--- src/rtl/mem_port_arbiter.sv ---
// mem_port_arbiter: round-robin sharing of one single-port memory between fetch and load/store ports.
// Latency: strobes for MEM_LATENCY cycles after the grant edge, ready pulse the cycle after; MEM_LATENCY+2 per access.
// Backpressure: a waiting requester holds req until its ready; no preemption. Stats counters: `define MEM_ARB_STATS_EN.
module mem_port_arbiter #(
    parameter int MEM_LATENCY = 2,
    parameter int ADDR_W      = 32,
    parameter int DATA_W      = 32
) (
    input  logic              clk,
    input  logic              rst,
    input  logic              i_req,
    input  logic [ADDR_W-1:0] i_addr,
    output logic [DATA_W-1:0] i_rdata,
    output logic              i_ready,
    input  logic              d_req,
    input  logic              d_we,
    input  logic [ADDR_W-1:0] d_addr,
    input  logic [DATA_W-1:0] d_wdata,
    output logic [DATA_W-1:0] d_rdata,
    output logic              d_ready,
    output logic [ADDR_W-1:0] m_addr,
    output logic [DATA_W-1:0] m_wdata,
    output logic              m_re,
    output logic              m_we,
    input  logic [DATA_W-1:0] m_rdata,
    output logic              busy
`ifdef MEM_ARB_STATS_EN
    ,
    output logic [15:0]       stat_ifetch,
    output logic [15:0]       stat_dacc,
    output logic [15:0]       stat_conflict
`endif
);

    if (MEM_LATENCY < 1 || MEM_LATENCY > 15) begin : gLatencyCheck
        $error("mem_port_arbiter: MEM_LATENCY must be within 1..15");
    end

    typedef enum logic [1:0] {IDLE, ACCESS, RESP} state_t;
    typedef enum logic {INSTR, DATA} port_t;

    localparam logic [3:0] CNT_INIT = 4'(MEM_LATENCY - 1);

    state_t     state;
    port_t      lastGrant;
    logic [3:0] cnt;
    logic       weLat;
    logic       anyReq;
    logic       bothReq;
    logic       grantData;

    assign anyReq  = i_req | d_req;
    assign bothReq = i_req & d_req;
    // On a tie the port that did not win last time goes; lastGrant resets to INSTR so data wins the first tie.
    assign grantData = bothReq ? (lastGrant == INSTR) : d_req;

    always_ff @(posedge clk) begin
        if (!rst) begin
            state     <= IDLE;
            lastGrant <= INSTR;
            cnt       <= '0;
            weLat     <= 1'b0;
            m_addr    <= '0;
            m_wdata   <= '0;
            m_re      <= 1'b0;
            m_we      <= 1'b0;
            i_rdata   <= '0;
            d_rdata   <= '0;
            i_ready   <= 1'b0;
            d_ready   <= 1'b0;
            busy      <= 1'b0;
        end else begin
            case (state)
                IDLE: begin
                    if (anyReq) begin
                        lastGrant <= grantData ? DATA : INSTR;
                        m_addr    <= grantData ? d_addr : i_addr;
                        if (grantData) begin
                            m_wdata <= d_wdata;
                        end
                        weLat     <= grantData & d_we;
                        m_re      <= ~(grantData & d_we);
                        m_we      <= grantData & d_we;
                        cnt       <= CNT_INIT;
                        busy      <= 1'b1;
                        state     <= ACCESS;
                    end
                end
                ACCESS: begin
                    if (cnt == '0) begin
                        // Memory data is only valid in this last strobe cycle.
                        if (!weLat) begin
                            if (lastGrant == DATA) begin
                                d_rdata <= m_rdata;
                            end else begin
                                i_rdata <= m_rdata;
                            end
                        end
                        m_re    <= 1'b0;
                        m_we    <= 1'b0;
                        i_ready <= (lastGrant == INSTR);
                        d_ready <= (lastGrant == DATA);
                        state   <= RESP;
                    end else begin
                        cnt <= cnt - 4'd1;
                    end
                end
                RESP: begin
                    i_ready <= 1'b0;
                    d_ready <= 1'b0;
                    busy    <= 1'b0;
                    state   <= IDLE;
                end
                default: begin
                    state <= IDLE;
                end
            endcase
        end
    end

`ifdef MEM_ARB_STATS_EN
    always_ff @(posedge clk) begin
        if (!rst) begin
            stat_ifetch   <= '0;
            stat_dacc     <= '0;
            stat_conflict <= '0;
        end else if (state == IDLE && anyReq) begin
            if (grantData) begin
                stat_dacc <= stat_dacc + 16'd1;
            end else begin
                stat_ifetch <= stat_ifetch + 16'd1;
            end
            if (bothReq) begin
                stat_conflict <= stat_conflict + 16'd1;
            end
        end
    end
`endif

endmodule
--- config.mk ---
export PLATFORM = sky130hd
export DESIGN_NAME = mem_port_arbiter
export DESIGN_NICKNAME = d
export VERILOG_FILES = /design/src/rtl/mem_port_arbiter.sv
export SDC_FILE = /design/constraint.sdc
export NUM_CORES = 1
export LEC_CHECK = 0
export ABC_AREA = 1
export CORE_AREA = 3 3 116 129
export CTS_CLUSTER_DIAMETER = 80
export CTS_CLUSTER_SIZE = 10
export DETAILED_ROUTE_END_ITERATION = 10
export DIE_AREA = 0 0 119 132
export HOLD_SLACK_MARGIN = 0.08
export PLACE_DENSITY = 0.78
export RECOVER_POWER = 25
export SLEW_MARGIN = 15
export SYNTH_ARGS = -nofsm -noshare
export SYNTH_HDL_FRONTEND = slang
export SYNTH_SLANG_ARGS = --single-unit
--- constraint.sdc ---
create_clock -name clk -period 2.74 [get_ports clk]
set_clock_uncertainty 0.1 [all_clocks]
set_input_delay 0.548 -clock clk [delete_from_list [all_inputs] [get_ports clk]]
set_output_delay 0.548 -clock clk [all_outputs]
set_load 0.01 [all_outputs]
==> out/results.tsv <==
metric	value	unit
p_leak	3.42	nW
drv_cap	0	
status	completed	
drc	0	
gp_congestion	0.795	
synth_top_area_cell	dfxtp_1	
synth-main-ff-cell	dfxtp_1	
core	13800	um2
cts-root-buf	clkbuf_16	
dieArea	15700	um2
antenna_found_initial	0	
synth-async-reset-ratio	0	%
slew_viol_final	0	
layout-drive-gt1-share	6.39	%
io_pins	266	
fp.dieH	132	um
hold_violations	0	
place_ws	492	ps
use_met3	9.40	%
slew_headroom	35.1	%
fin_util	64.6	%
path_class	in2reg	
cts_buffers	17	
grt_util_met2	35.5	%
timing.final.ws_setup	574	ps
hold-path-cell-count	2	
ys_ff_latch	141	
wl_per_cell	14.8	um
yosysTopAreaCellShare	51.9	%
rsz0062_at_grt	no	
power.density	769	nW/um2
synthTopCellsByArea	dfxtp_1, nor2_1, o21ai_0	
synthTopCellsByCount	nor2_1, dfxtp_1, nand2_1	
ys_types	24	
min_period_over_period	79.1	%
io_buffer_count	265	
cts_sinks	141	
syn2layout_area_growth	63.9	%
startpoint	i_req	
critPathLaunchType	primary input	
tritoncts	yes	
finalSetupViolCount	0	
dpl.hpwl	12200	um
path_clk_slew	60	ps
vias	5593	
grt-ovfl-total	0	
gr-usage-met1	24.1	%
cts-hold-fix-buffers	0	
vias_per_cell	4.83	
syn_avg_cell_area	7.69	um2
clock_latency	420	ps
critPathArrivalTime	2410	ps
required	2990	ps
min_from	m_addr[18]	
grt_pass1_wl	27000	um
drt_first_pass_iters	4	
start_util	39.4	%
yosys_warnings	0	
fmax	462	MHz
reg2reg_depth	6	
top_usage_layer	met2	
worstPathMaxFanout	32	
grt_pass1_vias	5251	
die_x	119	um
postRouteAntennaNets	0	
cts_buffer_depth	2	
worstMarginPinSlew	974	ps
wl	17100	um
core.rowCount	45	
hold_end	m_addr[18]	
grt_max_degree	101	
finalSetupTns	0	ps
end_kind	flip-flop	
r2r_setup_slack	800	ps
post_cts_buffers	0	
yosysMostFrequentCell	nor2_1	
drt_iter0_drc	389	
n_antenna_cell	0	
synth_edf_count	0	
h-tree-depth	4	
track_usage	21.4	%
fin_nets	1092	
synth-seq-area-share	51.9	%
ir_drop	0.437	mV
synth_area	5430	um2
r2r_start	cnt[0]	
synthCells	707	
hp-class	reg2reg	
fin_crit	2170	ps
worst_r2r_endpoint	i_rdata[2]	
cts_resized	0	
synth_fp_nets	841	
layout make-up:
cell class / instances / area (um2)
fillers: 1168 / 4890
flip-flops and latches: 141 / 2820
repair buffers: 279 / 2770
multi-input cells: 506 / 2320
clock buffers: 22 / 474
well taps: 188 / 235
clock inverters: 10 / 231
inverters: 13 / 48.8
critical path, stage by stage:
cell	delay, ps
dlygate4sd3_1	580
nand2_1	100
nand2_2	50
inv_1	60
nand2_1	120
inv_1	730
nor2_1	80
nor2_1	140
cells by family (layout without fill, tap and decap cells):
logic type | Yosys count | after routing | share of synthesized area, %
AOI/OAI and AO/OA | 140 | 140 | 13.1
adders and majority gates | 1 | 1 | 0.230
buffers and inverters | 60 | 324 | 5.07
DFF | 141 | 141 | 51.9
and+or+nand+nor | 365 | 365 | 29.7
sequential cells by signal (all words and copies together), names as in the netlist:
| name | count |
|---|---|
| d_rdata | 32 |
| d_ready | 1 |
| i_ready | 1 |
| m_re | 1 |
| m_wdata | 32 |
| cnt | 4 |
| i_rdata | 32 |
| busy | 1 |
| m_we | 1 |
| state | 2 |
| lastGrant | 1 |
| m_addr | 32 |
| weLat | 1 |
metrics by stage:
stage	total power, mW	hold WS (ps)	cells	area [um2]
global placement	4.16	339	1127	8220
floorplan	3.28	372	707	5430
global route	7.15	378	1159	8900
finish	6.85	353	1159	8900
CTS	6.92	352	1159	8930
detailed placement	4.18	346	1127	8220
how the worst max path moves through the flow:
stage                        to  slack (ps)  depth (start not counted)
floorplan            d_rdata[0]        1310                          8
global placement     m_addr[13]         550                          7
detailed placement   m_addr[31]         490                          7
CTS                        m_re         700                          1
global route        m_wdata[22]         380                          8
finish              m_wdata[21]         570                          8
per-layer routing:
layer	up-vias	share of wire, %
met5	-	0
met4	0	2.3
met3	27	10
met2	240	47
met1	2514	41
li1	2812	-
report_power, final:
group	switching (mW)	leakage [nW]	total, mW	internal [mW]
clock network	0.864	0.341	2.74	1.87
logic	0.834	1.92	1.65	0.813
registers	0.147	1.16	2.46	2.32
total	1.84	3.42	6.85	5.00
placed cells by master, fill, tap and decap left out, types with 2 or more instances in the layout:
| cell | n |
|---|---|
| inv_1 | 8 |
| nor2_2 | 2 |
| clkbuf_1 | 3 |
| clkbuf_8 | 3 |
| bufinv_16 | 7 |
| nand2_1 | 82 |
| nand3_1 | 8 |
| nor2_1 | 198 |
| buf_4 | 10 |
| nor3_1 | 33 |
| nand2_2 | 3 |
| o21ai_0 | 72 |
| inv_2 | 5 |
| nand3b_1 | 32 |
| nor2_4 | 5 |
| o21ai_1 | 57 |
| dfxtp_1 | 141 |
| or2_2 | 2 |
| buf_12 | 2 |
| a21oi_1 | 10 |
| clkbuf_16 | 17 |
| clkdlybuf4s50_1 | 263 |
(Power assumes the default switching activity.)
